**config.mk**
```make
export PLATFORM = sky130hd
export DESIGN_NAME = multicycle_ctrl
export DESIGN_NICKNAME = d
export VERILOG_FILES = /design/src/rtl/ctrl_pkg.sv /design/src/rtl/ctrl_output_decode.sv /design/src/rtl/multicycle_ctrl.sv
export SDC_FILE = /design/constraint.sdc
export NUM_CORES = 1
export LEC_CHECK = 0
export ABC_AREA = 1
export CAP_MARGIN = 10
export CORE_MARGIN = 2
export CORE_UTILIZATION = 30
export DETAILED_ROUTE_END_ITERATION = 12
export RECOVER_POWER = 100
export SYNTH_ARGS = -nofsm -noshare
export SYNTH_HDL_FRONTEND = slang
export SYNTH_SLANG_ARGS = --single-unit
```
**constraint.sdc**
```tcl
create_clock -name clk -period 3.35 [get_ports clk]
set_input_delay 0.67 -clock clk [delete_from_list [all_inputs] [get_ports clk]]
set_output_delay 0.67 -clock clk [all_outputs]
set_load 0.03 [all_outputs]
```
**src/rtl/ctrl_pkg.sv**
```systemverilog
// Shared encodings for the multicycle CPU control path: states, opcodes,
// aluop codes, datapath mux selects and the packed control word.
package ctrl_pkg;

  typedef enum logic [3:0] {
    S_FETCH    = 4'd0,
    S_DECODE   = 4'd1,
    S_MEM_ADDR = 4'd2,
    S_MEM_RD   = 4'd3,
    S_MEM_WB   = 4'd4,
    S_MEM_WR   = 4'd5,
    S_R_EXEC   = 4'd6,
    S_R_WB     = 4'd7,
    S_I_EXEC   = 4'd8,
    S_I_WB     = 4'd9,
    S_BRANCH   = 4'd10,
    S_JUMP     = 4'd11,
    S_HALT     = 4'd12
  } state_e;

  localparam logic [3:0] OP_RTYPE = 4'b0000;
  localparam logic [3:0] OP_ADDI  = 4'b0001;
  localparam logic [3:0] OP_ANDI  = 4'b0010;
  localparam logic [3:0] OP_ORI   = 4'b0011;
  localparam logic [3:0] OP_SLTI  = 4'b0100;
  localparam logic [3:0] OP_LW    = 4'b0101;
  localparam logic [3:0] OP_SW    = 4'b0110;
  localparam logic [3:0] OP_BEQ   = 4'b0111;
  localparam logic [3:0] OP_BNE   = 4'b1000;
  localparam logic [3:0] OP_J     = 4'b1001;
  localparam logic [3:0] OP_HALT  = 4'b1111;

  localparam logic [2:0] ALUOP_RTYPE = 3'b000;
  localparam logic [2:0] ALUOP_SUB   = 3'b001;
  localparam logic [2:0] ALUOP_ADD   = 3'b010;
  localparam logic [2:0] ALUOP_SLT   = 3'b011;
  localparam logic [2:0] ALUOP_AND   = 3'b100;
  localparam logic [2:0] ALUOP_OR    = 3'b101;

  localparam logic [1:0] PCSRC_ALU    = 2'b00;
  localparam logic [1:0] PCSRC_ALUOUT = 2'b01;
  localparam logic [1:0] PCSRC_JUMP   = 2'b10;

  localparam logic [1:0] ALUB_REG   = 2'b00;
  localparam logic [1:0] ALUB_FOUR  = 2'b01;
  localparam logic [1:0] ALUB_IMM   = 2'b10;
  localparam logic [1:0] ALUB_SHIMM = 2'b11;

  typedef struct packed {
    logic       pc_write;
    logic [1:0] pc_src;
    logic       i_or_d;
    logic       mem_read;
    logic       mem_write;
    logic       ir_write;
    logic       reg_dst;
    logic       mem_to_reg;
    logic       reg_write;
    logic       alu_src_a;
    logic [1:0] alu_src_b;
    logic [2:0] alu_op;
    logic       halted;
  } ctrl_t;

endpackage

```
**src/rtl/ctrl_output_decode.sv**
```systemverilog
// Purely combinational mapping from FSM state and latched opcode to the
// datapath control word.
module ctrl_output_decode
  import ctrl_pkg::*;
(
  input  state_e     state_i,
  input  logic [3:0] op_i,
  input  logic       zero_i,
  input  logic       mem_ready_i,
  output ctrl_t      ctrl_o
);

  always_comb begin
    ctrl_o = '0;
    case (state_i)
      S_FETCH: begin
        ctrl_o.mem_read  = 1'b1;
        ctrl_o.i_or_d    = 1'b0;
        ctrl_o.alu_src_a = 1'b0;
        ctrl_o.alu_src_b = ALUB_FOUR;
        ctrl_o.alu_op    = ALUOP_ADD;
        ctrl_o.pc_src    = PCSRC_ALU;
        ctrl_o.ir_write  = mem_ready_i;
        ctrl_o.pc_write  = mem_ready_i;
      end
      S_DECODE: begin
        ctrl_o.alu_src_a = 1'b0;
        ctrl_o.alu_src_b = ALUB_SHIMM;
        ctrl_o.alu_op    = ALUOP_ADD;
      end
      S_MEM_ADDR: begin
        ctrl_o.alu_src_a = 1'b1;
        ctrl_o.alu_src_b = ALUB_IMM;
        ctrl_o.alu_op    = ALUOP_ADD;
      end
      S_MEM_RD: begin
        ctrl_o.mem_read = 1'b1;
        ctrl_o.i_or_d   = 1'b1;
      end
      S_MEM_WB: begin
        ctrl_o.reg_write  = 1'b1;
        ctrl_o.mem_to_reg = 1'b1;
      end
      S_MEM_WR: begin
        ctrl_o.mem_write = 1'b1;
        ctrl_o.i_or_d    = 1'b1;
      end
      S_R_EXEC: begin
        ctrl_o.alu_src_a = 1'b1;
        ctrl_o.alu_src_b = ALUB_REG;
        ctrl_o.alu_op    = ALUOP_RTYPE;
      end
      S_R_WB: begin
        ctrl_o.reg_write = 1'b1;
        ctrl_o.reg_dst   = 1'b1;
      end
      S_I_EXEC: begin
        ctrl_o.alu_src_a = 1'b1;
        ctrl_o.alu_src_b = ALUB_IMM;
        case (op_i)
          OP_ANDI: ctrl_o.alu_op = ALUOP_AND;
          OP_ORI:  ctrl_o.alu_op = ALUOP_OR;
          OP_SLTI: ctrl_o.alu_op = ALUOP_SLT;
          default: ctrl_o.alu_op = ALUOP_ADD;
        endcase
      end
      S_I_WB: begin
        ctrl_o.reg_write = 1'b1;
      end
      S_BRANCH: begin
        ctrl_o.alu_src_a = 1'b1;
        ctrl_o.alu_src_b = ALUB_REG;
        ctrl_o.alu_op    = ALUOP_SUB;
        ctrl_o.pc_src    = PCSRC_ALUOUT;
        ctrl_o.pc_write  = ((op_i == OP_BEQ) && zero_i) || ((op_i == OP_BNE) && !zero_i);
      end
      S_JUMP: begin
        ctrl_o.pc_src   = PCSRC_JUMP;
        ctrl_o.pc_write = 1'b1;
      end
      S_HALT: begin
        ctrl_o.halted = 1'b1;
      end
      default: ;
    endcase
  end

endmodule

```
**src/rtl/multicycle_ctrl.sv**
```systemverilog
// Main control FSM of the multicycle CPU: sequences instruction phases,
// drives datapath controls and tracks retired count and halt/illegal status.
module multicycle_ctrl
  import ctrl_pkg::*;
#(
  parameter int unsigned CNT_W = 16
) (
  input  logic             clk,
  input  logic             reset,
  input  logic [3:0]       opcode,
  input  logic             zero,
  input  logic             mem_ready,
  output logic             pc_write,
  output logic [1:0]       pc_src,
  output logic             i_or_d,
  output logic             mem_read,
  output logic             mem_write,
  output logic             ir_write,
  output logic             reg_dst,
  output logic             mem_to_reg,
  output logic             reg_write,
  output logic             alu_src_a,
  output logic [1:0]       alu_src_b,
  output logic [2:0]       alu_op,
  output logic             halted,
  output logic             illegal_op,
  output logic [3:0]       state_o,
  output logic [CNT_W-1:0] retired
);

  state_e           state_q, state_d;
  logic [3:0]       op_q;
  logic [CNT_W-1:0] retired_q;
  logic             illegal_q;
  logic             retire;
  logic             set_illegal;
  ctrl_t            ctrl;
  ctrl_t            ctrl_g;

  always_comb begin
    state_d     = state_q;
    retire      = 1'b0;
    set_illegal = 1'b0;
    case (state_q)
      S_FETCH:    if (mem_ready) state_d = S_DECODE;
      S_DECODE: begin
        case (opcode)
          OP_RTYPE:                           state_d = S_R_EXEC;
          OP_ADDI, OP_ANDI, OP_ORI, OP_SLTI:  state_d = S_I_EXEC;
          OP_LW, OP_SW:                       state_d = S_MEM_ADDR;
          OP_BEQ, OP_BNE:                     state_d = S_BRANCH;
          OP_J:                               state_d = S_JUMP;
          OP_HALT: begin
            state_d = S_HALT;
            retire  = 1'b1;
          end
          default: begin
            state_d     = S_FETCH;
            set_illegal = 1'b1;
          end
        endcase
      end
      S_MEM_ADDR: state_d = (op_q == OP_SW) ? S_MEM_WR : S_MEM_RD;
      S_MEM_RD:   if (mem_ready) state_d = S_MEM_WB;
      S_MEM_WB: begin
        state_d = S_FETCH;
        retire  = 1'b1;
      end
      S_MEM_WR: begin
        if (mem_ready) begin
          state_d = S_FETCH;
          retire  = 1'b1;
        end
      end
      S_R_EXEC:   state_d = S_R_WB;
      S_I_EXEC:   state_d = S_I_WB;
      S_R_WB, S_I_WB, S_BRANCH, S_JUMP: begin
        state_d = S_FETCH;
        retire  = 1'b1;
      end
      S_HALT:     state_d = S_HALT;
      default:    state_d = S_FETCH;
    endcase
    if (reset) begin
      state_d     = S_FETCH;
      retire      = 1'b0;
      set_illegal = 1'b0;
    end
  end

  always_ff @(posedge clk) begin
    if (reset) begin
      state_q   <= S_FETCH;
      op_q      <= '0;
      retired_q <= '0;
      illegal_q <= 1'b0;
    end else begin
      state_q <= state_d;
      if (state_q == S_DECODE) op_q <= opcode;
      if (retire) retired_q <= retired_q + CNT_W'(1);
      if (set_illegal) illegal_q <= 1'b1;
    end
  end

  ctrl_output_decode u_decode (
    .state_i     (state_q),
    .op_i        (op_q),
    .zero_i      (zero),
    .mem_ready_i (mem_ready),
    .ctrl_o      (ctrl)
  );

  // Reset masks every output combinationally so an in-flight access is dropped at once.
  assign ctrl_g = reset ? '0 : ctrl;

  assign pc_write   = ctrl_g.pc_write;
  assign pc_src     = ctrl_g.pc_src;
  assign i_or_d     = ctrl_g.i_or_d;
  assign mem_read   = ctrl_g.mem_read;
  assign mem_write  = ctrl_g.mem_write;
  assign ir_write   = ctrl_g.ir_write;
  assign reg_dst    = ctrl_g.reg_dst;
  assign mem_to_reg = ctrl_g.mem_to_reg;
  assign reg_write  = ctrl_g.reg_write;
  assign alu_src_a  = ctrl_g.alu_src_a;
  assign alu_src_b  = ctrl_g.alu_src_b;
  assign alu_op     = ctrl_g.alu_op;
  assign halted     = ctrl_g.halted;
  assign illegal_op = reset ? 1'b0 : illegal_q;
  assign state_o    = reset ? 4'd0 : state_q;
  assign retired    = reset ? '0 : retired_q;

endmodule

```
-- After elaboration in Yosys (flattened, before gate mapping)
Index checks and enable logic that the tools add are counted.
- word-level logic and storage cells: 79
- flip-flop bits (word level): 25
- input bits: 8
- eq/ne operators: 31
- muxes and demuxes: 28
- reductions and logical operators: 15
- add/subtract/negate cells: 1
- operators with widths (operator ; count):
    $eq 4x3->1 const B ; 11
    $eq 4x4->1 const B ; 9
    $pmux 6 s6 ; 1
    $pmux 4 s8 ; 1
    $eq 4x2->1 const B ; 6
    $pmux 4 s6 ; 1
    $pmux 3 s3 ; 2
    $mux 17 ; 1
    $add 16x1->16 const B ; 1
    $mux 16 ; 1
    $mux 4 ; 4
    $mux 1 ; 15
    $reduce_or 11->1 ; 1
    $eq 4x1->1 const B ; 2
    $logic_not 4->1 ; 2
    $reduce_or 2->1 ; 4
    $ne 2x2->1 const B ; 3
    $reduce_or 5->1 ; 1
    $reduce_or 4->1 ; 1
    $mux 3 ; 1
    $pmux 1 s3 ; 1
    $reduce_and 3->1 ; 1
    $reduce_or 3->1 ; 1
    $logic_and 1x1->1 ; 2
    2 further kinds ; 2

-- Logic depth before layout (Yosys ltp)
- depth after elaboration: 5
- gate-level depth with buffers: 12
- mapped depth without buffers: 11

-- Hierarchy
A second synthesis with hierarchy kept.
- cell total of the unflattened synthesis: 383
- area total of the unflattened synthesis: 2090.8 µm²
- modules (own cells, without submodules) (module ; instances ; sequential area each (µm²) ; area each (µm²) ; cells each):
    multicycle_ctrl ; 1 ; 500.5 ; 1794.2 ; 319
    ctrl_output_decode ; 1 ; 0.0 ; 296.5 ; 64

-- Least setup slack after synthesis
OpenSTA, ideal clock, no wires.
- path kind: input port to output port
- start: in reset
- end: out alu_op[2]
- path buffers: 2
- data required time: 2680 ps
- arrival time: 1782 ps
- stages: 3
- path slack: 898 ps
- path through: clkbuf_1 buf_1 nor3_1
- cells in the longest elaborated chain, start to end: 1
- ends and longest elaborated chain (what ; RTL line ; RTL):
    from (decl) ; multicycle_ctrl.sv:9 ; input logic reset,
    $mux 17 ; multicycle_ctrl.sv:114 ; assign ctrl_g = reset ? '0 : ctrl;
    to (decl) ; multicycle_ctrl.sv:24 ; output logic [2:0] alu_op,
No other way between the ends.

-- Worst setup path in the final report
- start: in reset
- end: out mem_to_reg
- cells in the longest elaborated chain, start to end: 1
- ends and longest elaborated chain (what ; RTL line ; RTL):
    $mux 17 ; multicycle_ctrl.sv:114 ;
    to (decl) ; multicycle_ctrl.sv:20 ; output logic mem_to_reg,
No other way between the ends.

==> impl_metrics.py <==
metrics = {
    "final_layout": {
        "layout.filler_cells": 661,
        "fin_nets": 369,
        "area_growth_pct": 26.1,
        "final_area_mm2": 0.00223,
        "antennaDiodeCount": 0,
        "post_route_cells_drive_above_1_share": 0.0334,
        "finish.utilization": 0.397,
    },
    "logic_synthesis": {
        "synthDistinctLibCells": 30,
        "yosys_warn_count": 0,
        "share_of_flip_flops_with_an_asynchronous_set_or_reset": 0,
        "synth.net_count": 325,
        "synth_enable_flop_cells": 0,
        "seq_area_frac_synth": 0.283,
        "synthesis.area_mm2": 0.00177,
        "postSynthRegisterBits": 25,
        "synth_area_per_cell_um2": 5.59,
        "synth_top_area_cell": "dfxtp_1",
        "synth_top_area_share": 0.283,
        "syn-instance-count": 316,
        "dominantRegCellSynth": "dfxtp_1",
        "synth_top_cells_by_area": "dfxtp_1 28%, nand2_1 17%, nor2_1 16%",
    },
    "clock_network": {
        "clock_path_buffers": 2,
        "cts-buffers-inserted": 3,
        "post-cts-setup-buffer-count": 0,
        "cts-resized-gates": 0,
        "clock_latency_reported_for_the_late_side_of_the_worst_skew_pair_ns": 0.27,
        "clk_root_buffer_cell": "clkbuf_8",
        "holdBufCountCts": 0,
        "cts_tree": "built",
        "cts_max_level": 1,
        "path_clk_slew_ns": 0.09,
        "tritoncts_num_sinks": 25,
    },
    "timing": {
        "rsz0062_at_grt": "no",
        "finalCritPeriodShare": 0.899,
        "timing.fmax_mhz": 332,
        "timing.max_slew.rel_slack": 0.465,
        "timing_hold_violations_final": 0,
        "worst-slew-pin-transition_ns": 0.801,
        "setup_viol": 0,
        "period_needed_ns": 3.01,
        "clock-skew-final_ns": 0.00665,
        "final.setup.tns_ns": 0,
        "post-route-worst-setup-slack_ns": 0.337,
        "drv_slew": 0,
    },
    "setup_path": {
        "crit_end_element": "output port",
        "worst_ep_required_time_ns": 2.68,
        "crit_slowest_cell": "dlygate4sd3_1",
        "critical_path_cell_by_cell": "dlygate4sd3_1, buf_12, nor2_1, dlygate4sd3_1",
        "timing.critical_path.fanout_max": 45,
        "critical_path_class": "input pin to output port",
        "ff2ff_setup_slack_ns": 1.05,
        "worst_ep_arrival_time_ns": 2.34,
        "category_of_the_worst_setup_path_launch_point": "input pin",
        "cp_slowest_stage_delay_ns": 0.75,
        "critPathMostFrequentCell": "dlygate4sd3_1",
    },
    "global_route": {
        "antenna_found_initial": 0,
        "first_global_vias": 1826,
        "grt_pass1_wl_um": 7930,
        "groute.usage.overall": 0.149,
        "globalRoute.totalOverflow": 0,
        "maximum_number_of_pins_on_one_net_before_global_route_repair": 46,
    },
    "route": {
        "detailedRoute.firstIterationViolations": 121,
        "num_vias": 1945,
        "drtPass1Iterations": 4,
        "ant_nets": 0,
        "route.detailed.wl_per_inst_um": 10.5,
        "routed_via_density": 4.51,
        "drt-total-wl_um": 4550,
        "detail_route.drc_violations": 0,
    },
    "placed_design": {
        "dpl-instance-area_mm2": 0.00225,
        "post-dp-hpwl_um": 3460,
        "buffer_ports.inserted": 45,
        "gp_routability_congestion": 0.838,
        "worst_slack_at_placement_ns": 0.500,
    },
    "min_path": {
        "min-delay-path-class": "flop to flop",
    },
    "pwr": {
        "vdd.ir_drop.worst_uv": 180,
        "power_leakage_nw": 1.03,
        "power.total_w": 0.000992,
        "pwr_density_cell_mw_per_mm2": 445,
    },
    "floorplanning": {
        "core_area_mm2": 0.00561,
        "initial_utilization": 0.315,
        "die_area_mm2": 0.00652,
        "std_cell_rows": 27,
        "fp.dieH_um": 80.7,
        "die_x_um": 80.7,
        "ioPinCount": 46,
    },
    "outcome": {
        "outcome": "complete, no violations",
    },
    "run": {
        "cap_violations": 0,
    },
}
## metal layers
metal / GRT usage / vias up / routed length, µm
met2: 0.242 / 46 / 1940
met3: 0.0156 / 2 / 230
met1: 0.211 / 829 / 2340
met4: 0.0407 / 0 / 34
li1: - / 1068 / -
met5: 0 / - / 0
## path summary, 6_finish.rpt
check | start | end | cells after the start
setup / recovery | reset | mem_to_reg | 4
hold / removal | illegal_q | illegal_q | 2
setup reg to reg | state_q[2] | retired_q[7] | 8
hold reg to reg | illegal_q | illegal_q | 2
## critical path, delay by kind of cell
kind,cells,cell delay (ns)
simple gates,1,0.13
buf+inv,3,1.54
## synthesized netlist by cell type, types with 2 or more instances
library cell / n
a21oi_1: 19
a31oi_1: 2
clkbuf_1: 5
dfxtp_1: 25
inv_1: 44
nand2_1: 80
nand3_1: 23
nand4_1: 4
nor2_1: 76
nor2_2: 3
nor3_1: 6
o21ai_0: 10
or2_2: 2
## cells by family (layout without fill, tap and decap cells)
family	count (synthesis)	count (layout)	share of synthesized area
simple gates	199	199	0.470
fa+ha+maj	1	1	0.00708
buf+inv	55	98	0.130
compound gates	36	36	0.110
flops	25	25	0.283
## sequential cells by signal, indices dropped and copies added (netlist names)
signal and count:
op_q 4, state_q 4, retired_q 16, illegal_q 1
## power by group
part	switching, W	leakage [nW]	total, W	internal, W
registers	0.0000409	0.203	0.000377	0.000336
clock network	0.000101	0.0255	0.000184	0.0000832
logic	0.000306	0.799	0.000432	0.000126
total	0.000447	1.03	0.000992	0.000545
## cell usage in the layout, fill, tap and decap left out, types with 2 or more instances in the layout
master | Yosys | layout
nand2_1 | 80 | 82
nor2_1 | 76 | 78
inv_1 | 44 | 44
dlygate4sd3_1 | 0 | 27
dfxtp_1 | 25 | 25
nand3_1 | 23 | 23
a21oi_1 | 19 | 20
clkbuf_1 | 5 | 14
o21ai_0 | 10 | 11
nor3_1 | 6 | 6
clkdlybuf4s50_1 | 0 | 5
nand4_1 | 4 | 4
clkbuf_8 | 0 | 3
a31oi_1 | 2 | 2
or2_2 | 2 | 2
## stage by stage
| stage | std cells | hold WS [ns] |
|---|---|---|
| finish | 431 | 0.462 |
| global route | 431 | 0.501 |
| CTS | 431 | 0.466 |
| detailed placement | 427 | 0.452 |
| global placement | 427 | 0.446 |
| floorplan | 316 | 0.436 |
## area by class of cell
type                    instances  area, µm²  share of cell area
multi-input cells             236       1020               0.457
flip-flops and latches         25        500               0.225
repair buffers                 48        400               0.180
inverters                      46        173              0.0775
well taps                      72       90.1              0.0404
clock buffers                   3       41.3              0.0185
clock inverters                 1       5.00             0.00225
(Power assumes the default switching activity.)
